--- config.mk ---
export PLATFORM = sky130hd
export DESIGN_NAME = alu_arbiter
export DESIGN_NICKNAME = d
export VERILOG_FILES = /design/src/rtl/alu_arbiter_pkg.sv /design/src/rtl/alu_arbiter_rr_arb2.sv /design/src/rtl/alu_arbiter.sv
export SDC_FILE = /design/constraint.sdc
export NUM_CORES = 1
export LEC_CHECK = 0
export ABC_AREA = 1
export BUFFER_PORTS_ARGS = -buffer_cell sky130_fd_sc_hd__buf_2
export CAP_MARGIN = 20
export CORE_UTILIZATION = 30
export CTS_CLUSTER_DIAMETER = 80
export CTS_CLUSTER_SIZE = 30
export DETAILED_ROUTE_END_ITERATION = 6
export SLEW_MARGIN = 20
export SYNTH_ARGS = -nofsm -noshare
export SYNTH_HDL_FRONTEND = slang
export SYNTH_SLANG_ARGS = --single-unit
--- constraint.sdc ---
create_clock -name clk -period 1.95 [get_ports clk]
set_input_delay 0.39 -clock clk [delete_from_list [all_inputs] [get_ports clk]]
set_output_delay 0.39 -clock clk [all_outputs]
set_load 0.05 [all_outputs]
--- src/rtl/alu_arbiter_pkg.sv ---
// Shared definitions for the ALU arbiter: op encodings, FSM states, widths.
package alu_pkg;

    localparam int DEF_DW  = 32;
    localparam int DEF_OPW = 4;

    localparam logic [3:0] ALU_ADD  = 4'd0;
    localparam logic [3:0] ALU_SUB  = 4'd1;
    localparam logic [3:0] ALU_AND  = 4'd2;
    localparam logic [3:0] ALU_OR   = 4'd3;
    localparam logic [3:0] ALU_XOR  = 4'd4;
    localparam logic [3:0] ALU_SLL  = 4'd5;
    localparam logic [3:0] ALU_SRL  = 4'd6;
    localparam logic [3:0] ALU_SRA  = 4'd7;
    localparam logic [3:0] ALU_SLT  = 4'd8;
    localparam logic [3:0] ALU_SLTU = 4'd9;

    typedef enum logic [1:0] {
        ST_IDLE = 2'd0,
        ST_EXEC = 2'd1,
        ST_RESP = 2'd2
    } arb_state_t;

endpackage

--- src/rtl/alu_arbiter_rr_arb2.sv ---
// Two-way round-robin grant; on a tie the requester that did not win last time
// gets the grant.
module rr_arb2 (
    input  logic [1:0] i_valid,
    input  logic       i_last,
    input  logic       i_en,
    output logic [1:0] o_grant,
    output logic       o_winner
);

    always_comb begin
        o_winner = (&i_valid) ? ~i_last : ~i_valid[0];
        o_grant  = 2'b00;
        if (i_en && (|i_valid)) begin
            o_grant = o_winner ? 2'b10 : 2'b01;
        end
    end

endmodule

--- src/rtl/alu_arbiter.sv ---
// Shares one combinational ALU between the EX issue path (port 0) and the
// auxiliary unit (port 1): registered operands, captured result, rsp handshake.
module alu_arbiter
    import alu_pkg::*;
#(
    parameter int DW  = DEF_DW,
    parameter int OPW = DEF_OPW
) (
    input  logic           clk,
    input  logic           rst_n,
    input  logic [1:0]     req_valid,
    output logic [1:0]     req_ready,
    input  logic [DW-1:0]  req0_a,
    input  logic [DW-1:0]  req0_b,
    input  logic [OPW-1:0] req0_op,
    input  logic [DW-1:0]  req1_a,
    input  logic [DW-1:0]  req1_b,
    input  logic [OPW-1:0] req1_op,
    output logic [1:0]     rsp_valid,
    input  logic [1:0]     rsp_ready,
    output logic [DW-1:0]  rsp_out,
    output logic           rsp_z,
    output logic           rsp_c,
    output logic           rsp_v,
    output logic [DW-1:0]  alu_a,
    output logic [DW-1:0]  alu_b,
    output logic [OPW-1:0] alu_sel,
    input  logic [DW-1:0]  alu_out,
    input  logic           alu_z,
    input  logic           alu_c,
    input  logic           alu_v
);

    arb_state_t     r_state;
    arb_state_t     w_next;
    logic           r_owner;
    logic           r_last;
    logic [DW-1:0]  r_alu_a;
    logic [DW-1:0]  r_alu_b;
    logic [OPW-1:0] r_alu_sel;
    logic [DW-1:0]  r_rsp_out;
    logic           r_rsp_z;
    logic           r_rsp_c;
    logic           r_rsp_v;

    logic           w_retire;
    logic           w_accept_ok;
    logic           w_accept;
    logic           w_winner;
    logic [1:0]     w_grant;

    // Gating with rst_n keeps req_ready low while reset is held.
    assign w_retire    = (r_state == ST_RESP) && rsp_ready[r_owner];
    assign w_accept_ok = rst_n && ((r_state == ST_IDLE) || w_retire);
    assign w_accept    = |w_grant;

    rr_arb2 u_arb (
        .i_valid  (req_valid),
        .i_last   (r_last),
        .i_en     (w_accept_ok),
        .o_grant  (w_grant),
        .o_winner (w_winner)
    );

    always_comb begin
        w_next = r_state;
        unique case (r_state)
            ST_IDLE: if (w_accept) w_next = ST_EXEC;
            ST_EXEC: w_next = ST_RESP;
            ST_RESP: begin
                if (w_retire) w_next = w_accept ? ST_EXEC : ST_IDLE;
            end
            default: w_next = ST_IDLE;
        endcase
    end

    always_ff @(posedge clk or negedge rst_n) begin
        if (!rst_n) begin
            r_state   <= ST_IDLE;
            r_owner   <= 1'b0;
            r_last    <= 1'b1;
            r_alu_a   <= '0;
            r_alu_b   <= '0;
            r_alu_sel <= '0;
            r_rsp_out <= '0;
            r_rsp_z   <= 1'b0;
            r_rsp_c   <= 1'b0;
            r_rsp_v   <= 1'b0;
        end else begin
            r_state <= w_next;
            if (w_accept) begin
                r_owner   <= w_winner;
                r_last    <= w_winner;
                r_alu_a   <= w_winner ? req1_a  : req0_a;
                r_alu_b   <= w_winner ? req1_b  : req0_b;
                r_alu_sel <= w_winner ? req1_op : req0_op;
            end
            if (r_state == ST_EXEC) begin
                r_rsp_out <= alu_out;
                r_rsp_z   <= alu_z;
                r_rsp_c   <= alu_c;
                r_rsp_v   <= alu_v;
            end
        end
    end

    always_comb begin
        rsp_valid = 2'b00;
        if (r_state == ST_RESP) rsp_valid[r_owner] = 1'b1;
    end

    assign req_ready = w_grant;
    assign rsp_out   = r_rsp_out;
    assign rsp_z     = r_rsp_z;
    assign rsp_c     = r_rsp_c;
    assign rsp_v     = r_rsp_v;
    assign alu_a     = r_alu_a;
    assign alu_b     = r_alu_b;
    assign alu_sel   = r_alu_sel;

endmodule
== Word-level counts from Yosys, hierarchy flattened ==
Index checks and enable logic that the tools add are counted.

* Register bits after elaboration: 107
* Input bits: 177
* Word-level logic and storage cells: 43

* Order comparisons: 2
* Equality and inequality tests: 4
* Mux-type cells: 15
* Bitwise logic cells: 2
* Reduce and logical (&&, ||, !) cells: 10

{| class="wikitable"
|+ Operators by type and width
! operator !! count
|-
| 32-bit 2-to-1 mux || 2
|-
| 2-bit 2-to-1 mux || 5
|-
| 2-bit one-hot mux with 3 select lines || 1
|-
| 1-bit 2-to-1 mux || 5
|-
| 1-bit logical AND || 4
|-
| 4-bit 2-to-1 mux || 1
|-
| 2-bit != test, second input constant || 2
|-
| 2-bit AND reduction || 2
|-
| 2-bit OR reduction || 2
|-
| 2-bit by 1-bit equality test with 1-bit output, second input constant || 1
|-
| 2-bit equality test, second input constant || 1
|-
| 2-bit logical NOT || 1
|-
| 1-bit by 2-bit < comparator with 1-bit output, second input constant || 1
|-
| 1-bit NOT || 2
|-
| 1-bit demux with 1-bit select || 1
|-
| 1-bit greater-or-equal comparator, second input constant || 1
|-
| 1-bit logical OR || 1
|}

== Logic depth before layout (Yosys ltp) ==
Gate-level depths: netlist (run 1).

* Word-level depth: 11
* Mapped depth: 9
* Mapped depth without buffers: 7

== Hierarchy ==
From an unflattened synthesis (run 1), not the netlist that was laid out.

* Cell total of the unflattened synthesis: 692
* Area total of the unflattened synthesis: 5,001.0 sq um

{| class="wikitable"
|+ By module, submodules not included
! module !! times used !! cells each !! area an instance (sq um) !! seq. area each (sq um)
|-
| alu_arbiter || 1 || 685 || 4,966.0 || 2,678.8
|-
| rr_arb2 || 1 || 7 || 35.0 || 0.0
|}

== Least setup slack after synthesis (run 1) ==
No wires, ideal clock.

* Path type: register -> output
* Start: register r_last
* End: output port req_ready[0]
* Arrival time: 1.622 ns
* Required time: 1.560 ns
* Path slack: -0.062 ns
* Cell stages (with the launch flop): 6
* Path buffers: 1
* Cell sequence: dfstp_2 > inv_1 > nand2_1 > nand2_1 > buf_2 > nor2_1

* Cells in the longest elaborated chain, start to end: 4

{| class="wikitable"
|+ RTL lines
! what !! RTL line !! source
|-
| from (decl) || alu_arbiter.sv:37 || <nowiki>logic r_last;</nowiki>
|-
| from (signal assigned) || alu_arbiter.sv:93 || <nowiki>r_last <= w_winner;</nowiki>
|-
| 1-bit NOT || alu_arbiter_rr_arb2.sv:12 || <nowiki>o_winner = (&i_valid) ? ~i_last : ~i_valid[0];</nowiki>
|-
| 1-bit 2-to-1 mux || alu_arbiter_rr_arb2.sv:12 ||
|-
| 2-bit 2-to-1 mux || alu_arbiter_rr_arb2.sv:15 || <nowiki>o_grant = o_winner ? 2'b10 : 2'b01;</nowiki>
|-
| 2-bit 2-to-1 mux || alu_arbiter_rr_arb2.sv:14 || <nowiki>if (i_en && (|i_valid)) begin</nowiki>
|-
| to (decl) || alu_arbiter.sv:12 || <nowiki>output logic [1:0] req_ready,</nowiki>
|}

No other way between the ends.

== Worst setup path in the final report (run 1) ==
* Start: register r_last
* End: output port req_ready[1]

Same word-level chain as after synthesis.

==> flow_summary.json, run 1 <==
{
  "wirelength_um": 15090,
  "syn_area_per_cell_um2": 7.348,
  "synth_top_family_by_area": "simple AND/OR/NAND/NOR gates",
  "grt_first_pass_wirelength_um": 24360,
  "drt_iter0_drc": 185,
  "die_area_um2": 17420,
  "finalCritPeriodShare": 0.9492,
  "layout_common_cells": "384 x nand2_1, 280 x buf_2, 106 x dfrtp_1",
  "ant_nets": 0,
  "antenna_cells": 0,
  "die_h_um": 132,
  "seqPwrFrac": 0.299,
  "fp.dieW_um": 132,
  "fin_crit_ns": 1.851,
  "p_switching_uw": 7126,
  "clkSinkCount": 107,
  "cp_max_fo": 4,
  "cp_slowest_stage_delay_ns": 0.53,
  "synth_fp_nets": 867,
  "nets": 1129,
  "drc_errors": 0,
  "p_comb_frac": 0.564,
  "vias_per_cell": 4.363,
  "drv_slew": 0,
  "wl_per_cell_um": 12.82,
  "worstPathArrival_ns": 1.46,
  "fmax_mhz": 540.2,
  "clkPwrFrac": 0.137,
  "yosys.area_share.simple": 0.3650,
  "cts_resized": 0,
  "report.final.setup_viol": 0,
  "dpl.hpwl_um": 10840,
  "worstSetupPathType": "reg -> out",
  "ys_seq_area_frac": 0.5284,
  "grt_max_degree": 108,
  "ios": 284,
  "p_leak_uw": 0.004295,
  "ys_seq_elements": 107,
  "vdd_drop_max_v": 0.0008767,
  "gp_congestion": 0.7730,
  "powerDensity_nw_per_um2": 1847,
  "post_cts_buffers": 0,
  "clk_latency_ns": 0.35,
  "switching_share": 0.5515,
  "synth_compound_area_frac": 0.03554,
  "num-fill-cells": 1758,
  "cp_cell_sequence": "inv_1, nand2_2, nand2_2, nand3_1, inv_1, buf_4",
  "core_area_um2": 16520,
  "relSlewSlack": 0.5881,
  "crit_buf_inv": 3,
  "dr.pass1.iters": 4,
  "crit_slowest_cell": "dfstp_2",
  "synthMuxAreaShare": 0,
  "final_common_cell": "nand2_1",
  "status": "finished, final reports clean",
  "cts-htree-levels": 3,
  "fin_util": 0.4233,
  "grt.total_usage": 0.1752,
  "cap_violations": 0,
  "hold_buffers": 0,
  "netlist_area_um2": 5070,
  "grt-ovfl-total": 0,
  "clock_skew_ns": 0.008027,
  "antenna_found_initial": 0,
  "cts_tree": "built",
  "initial_core_util": 0.3068,
  "yosys.area_share.adder": 0,
  "area_delta_synth_final_pct": 37.98,
  "drive_gt1_frac": 0.3354,
  "netlist-cell-type-count": 17,
  "path_delay_family": "flip-flops",
  "synthCells": 690,
  "ys_warn_count": 0,
  "clock-root-buffer": "clkbuf_16",
  "vias": 5135,
  "required_ns": 1.56,
  "core.rowCount": 47,
  "startpoint_type": "flip-flop",
  "p_int_uw": 5795,
  "min_path_type": "in -> async",
  "io_buffers": 283,
  "cp-end-kind": "output pin",
  "hold_viol": 0,
  "tightest_slew_ns": 0.6179,
  "cts.clk_slew.worst_paths_ns": 0.08,
  "whs_ns": 0.1318,
  "clockBufferDepth": 2,
  "synth_xor_xnor_area_share": 0,
  "grt_pass1_vias": 4852,
  "numCtsBuffers": 9
}
per-stage QoR:
stage | setup WS (ns) | area (µm²) | power [µW] | cells | setup TNS (ns)
finish | 0.09898 | 6995 | 12920 | 1177 | 0
global route | -0.01139 | 6995 | 13700 | 1177 | -0.01139
CTS | 0.03558 | 6988 | 13070 | 1177 | 0
detailed placement | 0.2951 | 6701 | 11230 | 1161 | 0
global placement | 0.3091 | 6701 | 11180 | 1161 | 0
floorplan | 0.1612 | 5072 | 9333 | 690 | 0
registers in the layout, indices dropped and copies added (netlist names):
name,flops
rsp_c,1
r_last,1
r_state,2
rsp_out,32
rsp_z,1
alu_sel,4
alu_a,32
r_owner,1
alu_b,32
rsp_v,1
final cells by class:
class,instances,area [µm²],area share
well taps,220,275.3,0.03935
multi-input cells,499,2041,0.2917
clock buffers,10,239.0,0.03416
repair buffers,295,1564,0.2236
inverters,40,150.1,0.02146
flip-flops and latches,107,2679,0.3829
clock inverters,6,47.55,0.006797
cell families (layout without fill, tap and decap cells):
| group | Yosys count | count (layout) |
|---|---|---|
| AND/OR/NAND/NOR | 463 | 463 |
| AO/OA/AOI/OAI | 36 | 36 |
| buffers and inverters | 84 | 351 |
| flip-flops | 107 | 107 |
synthesized netlist by cell type:
cell	instances	area (µm²)
inv_1	39	146.4
nand3_1	69	345.3
buf_2	24	120.1
dfrtp_1	106	2653
nand3_2	1	10.01
o21ai_0	36	180.2
nor2_4	1	11.26
buf_6	2	22.52
nand2_1	386	1449
inv_2	1	3.750
buf_1	1	3.750
nor2_1	3	11.26
dfstp_2	1	26.28
or2_2	1	6.260
clkbuf_1	17	63.81
nor2_2	1	6.260
nand2_4	1	11.26
per-layer routing:
layer  vias to the layer above  GRT usage  routed length (µm)
li1                       2632          -                   -
met1                      2274     0.2357                7012
met2                       217     0.2769                6776
met3                        12    0.04460                1128
met4                         0    0.05297                 173
met5                         -          0                   0
power groups by stage:
stage | Sequential [µW] | Clock [µW] | Combinational, µW
after global routing | 3990 | 1930 | 7780
final | 3860 | 1770 | 7290
after global placement | 3870 | 0 | 7310
after detailed placement | 3870 | 0 | 7360
after floorplan | 7620 | 0 | 1710
after CTS | 3860 | 1860 | 7360
worst paths after layout:
kind	start	endpoint	slack, ns	cells past startpoint
max in group asynchronous	rst_n	alu_b[18]	1.37	2
min in group clk	alu_out[2]	rsp_out[2]	0.29	3
worst min-delay path	rst_n	alu_a[26]	0.13	2
worst max register to register	r_last	alu_a[19]	0.43	7
worst max-delay path	r_last	req_ready[1]	0.1	6
worst min register to register	r_last	r_last	0.47	2
Power figures use the tool's default switching activity.
==> inputs of run 2 (changes only) <==
--- a/config.mk
+++ b/config.mk
@@ -8,6 +8,7 @@
 export ABC_AREA = 1
 export BUFFER_PORTS_ARGS = -buffer_cell sky130_fd_sc_hd__buf_2
 export CAP_MARGIN = 20
+export CORE_MARGIN = 2
 export CORE_UTILIZATION = 30
 export CTS_CLUSTER_DIAMETER = 80
 export CTS_CLUSTER_SIZE = 30
==> flow_summary.json, run 2 (same netlist as run 1, synthesis figures left out) <==
{
  "clock_skew_ns": 0.01093,
  "dp_slack_ns": 0.2862,
  "cts-htree-levels": 3,
  "relSlewSlack": 0.5896,
  "layout_common_cells": "384 x nand2_1, 280 x buf_2, 106 x dfrtp_1",
  "grt-ovfl-total": 0,
  "fmax_mhz": 539.4,
  "grt_max_degree": 108,
  "fp.dieW_um": 134,
  "nets": 1133,
  "wl_per_cell_um": 13.38,
  "wirelength_um": 15810,
  "clock-root-buffer": "clkbuf_16",
  "whs_ns": 0.1379,
  "area_delta_synth_final_pct": 39.51,
  "numCtsBuffers": 9,
  "min_path_type": "in -> async",
  "vias_per_cell": 4.321,
  "die_area_um2": 17960,
  "required_ns": 1.56,
  "cap_violations": 0,
  "worstPathArrival_ns": 1.46,
  "antenna_found_initial": 0,
  "tightest_slew_ns": 0.6156,
  "dpl_cell_area_um2": 6726,
  "clk_latency_ns": 0.35,
  "cp_cell_sequence": "inv_1, nand2_2, nand2_4, nand3_1, inv_1, buf_4",
  "crit_slowest_cell": "dfstp_2",
  "cp_max_fo": 8,
  "clockBufferDepth": 2,
  "path_delay_family": "flip-flops",
  "status": "finished, final reports clean",
  "grt_pass1_vias": 4804,
  "die_h_um": 134,
  "drt_iter0_drc": 195,
  "core.rowCount": 47,
  "ant_nets": 0,
  "fin_area_um2": 7073,
  "vdd_drop_max_v": 0.0009120,
  "hold_buffers": 0,
  "report.final.setup_viol": 0,
  "startpoint_type": "flip-flop",
  "drv_slew": 0,
  "fin_crit_ns": 1.854,
  "hold_viol": 0,
  "p_leak_uw": 0.004325,
  "io_buffers": 283,
  "finalCritPeriodShare": 0.9508,
  "cts_tree": "built",
  "antenna_cells": 0,
  "powerDensity_nw_per_um2": 1855,
  "rsz0062_at_grt": "no",
  "grt.total_usage": 0.1785,
  "dpl.hpwl_um": 11380,
  "critPathMostFrequentCell": "inv_1",
  "final_common_cell": "nand2_1",
  "dr.pass1.iters": 6,
  "cp_slowest_stage_delay_ns": 0.53,
  "grt_first_pass_wirelength_um": 25050,
  "worstSetupPathType": "reg -> out",
  "clkSinkCount": 107,
  "initial_core_util": 0.3068,
  "core_area_um2": 16520,
  "drc_errors": 0,
  "cp-end-kind": "output pin",
  "cts.clk_slew.worst_paths_ns": 0.07,
  "crit_buf_inv": 3,
  "vias": 5103,
  "fin_setup_tns_ns": 0,
  "gp_congestion": 0.7614,
  "ios": 284,
  "setup_ws_ns": 0.09599,
  "drive_gt1_frac": 0.3371
}
[run 2: worst paths after layout]
| kind | start | end | slack, ns | depth (start not counted) |
|---|---|---|---|---|
| worst max-delay path | r_last | req_ready[1] | 0.1 | 6 |
| worst min-delay path | rst_n | alu_a[26] | 0.14 | 2 |
| worst max register to register | r_last | alu_b[20] | 0.41 | 9 |
| worst min register to register | r_last | r_last | 0.47 | 2 |
| max in group asynchronous | rst_n | alu_b[27] | 1.36 | 2 |
| min in group clk | alu_out[29] | rsp_out[29] | 0.28 | 3 |
[run 2: cell type report]
cell class                 count  area, µm²
inverter                      40      150.1
sequential                   107       2679
multi-input combinational    499       2046
timing repair buffer         299       1619
tap                          220      275.3
fill                        1745       9452
clock buffer                  11      242.7
clock inverter                 5      61.31
[run 2: per-layer routing]
metal	vias up	share of wire	track usage
met5	-	0	0
met4	0	0.016	0.05615
met3	16	0.077	0.04573
met2	208	0.47	0.2966
met1	2235	0.44	0.2285
li1	2644	-	-
[run 2: worst reg2reg max path, stage by stage (launching register included)]
cell,delay (ns)
dfstp_2,0.53
inv_1,0.04
nand2_2,0.10
nand2_4,0.10
buf_4,0.16
buf_12,0.16
nand2_1,0.16
nand2_1,0.07
nand2_1,0.06
nand2_1,0.04
[run 2: metrics by stage]
stage | power (µW) | std cells | util
after global placement | 11280 | 1161 | 0.4071
after CTS | 13260 | 1177 | 0.4259
after global routing | 13930 | 1181 | 0.4280
final | 13120 | 1181 | 0.4280
after detailed placement | 11340 | 1161 | 0.4071
after floorplan | 9333 | 690 | -
[run 2: repair_timing]
item,in CTS,in global routing
gates resized for setup,2,2
buffers inserted,0,4
hold endpoints to repair,0,0
endpoints found under the setup margin,2,1
[run 2: power by group]
part | switching (µW) | leakage, µW | internal, µW
Combinational | 5760 | 0.00286 | 1620
Sequential | 572 | 0.00133 | 3310
Clock | 824 | 0.000138 | 1040
Total | 7160 | 0.00432 | 5960
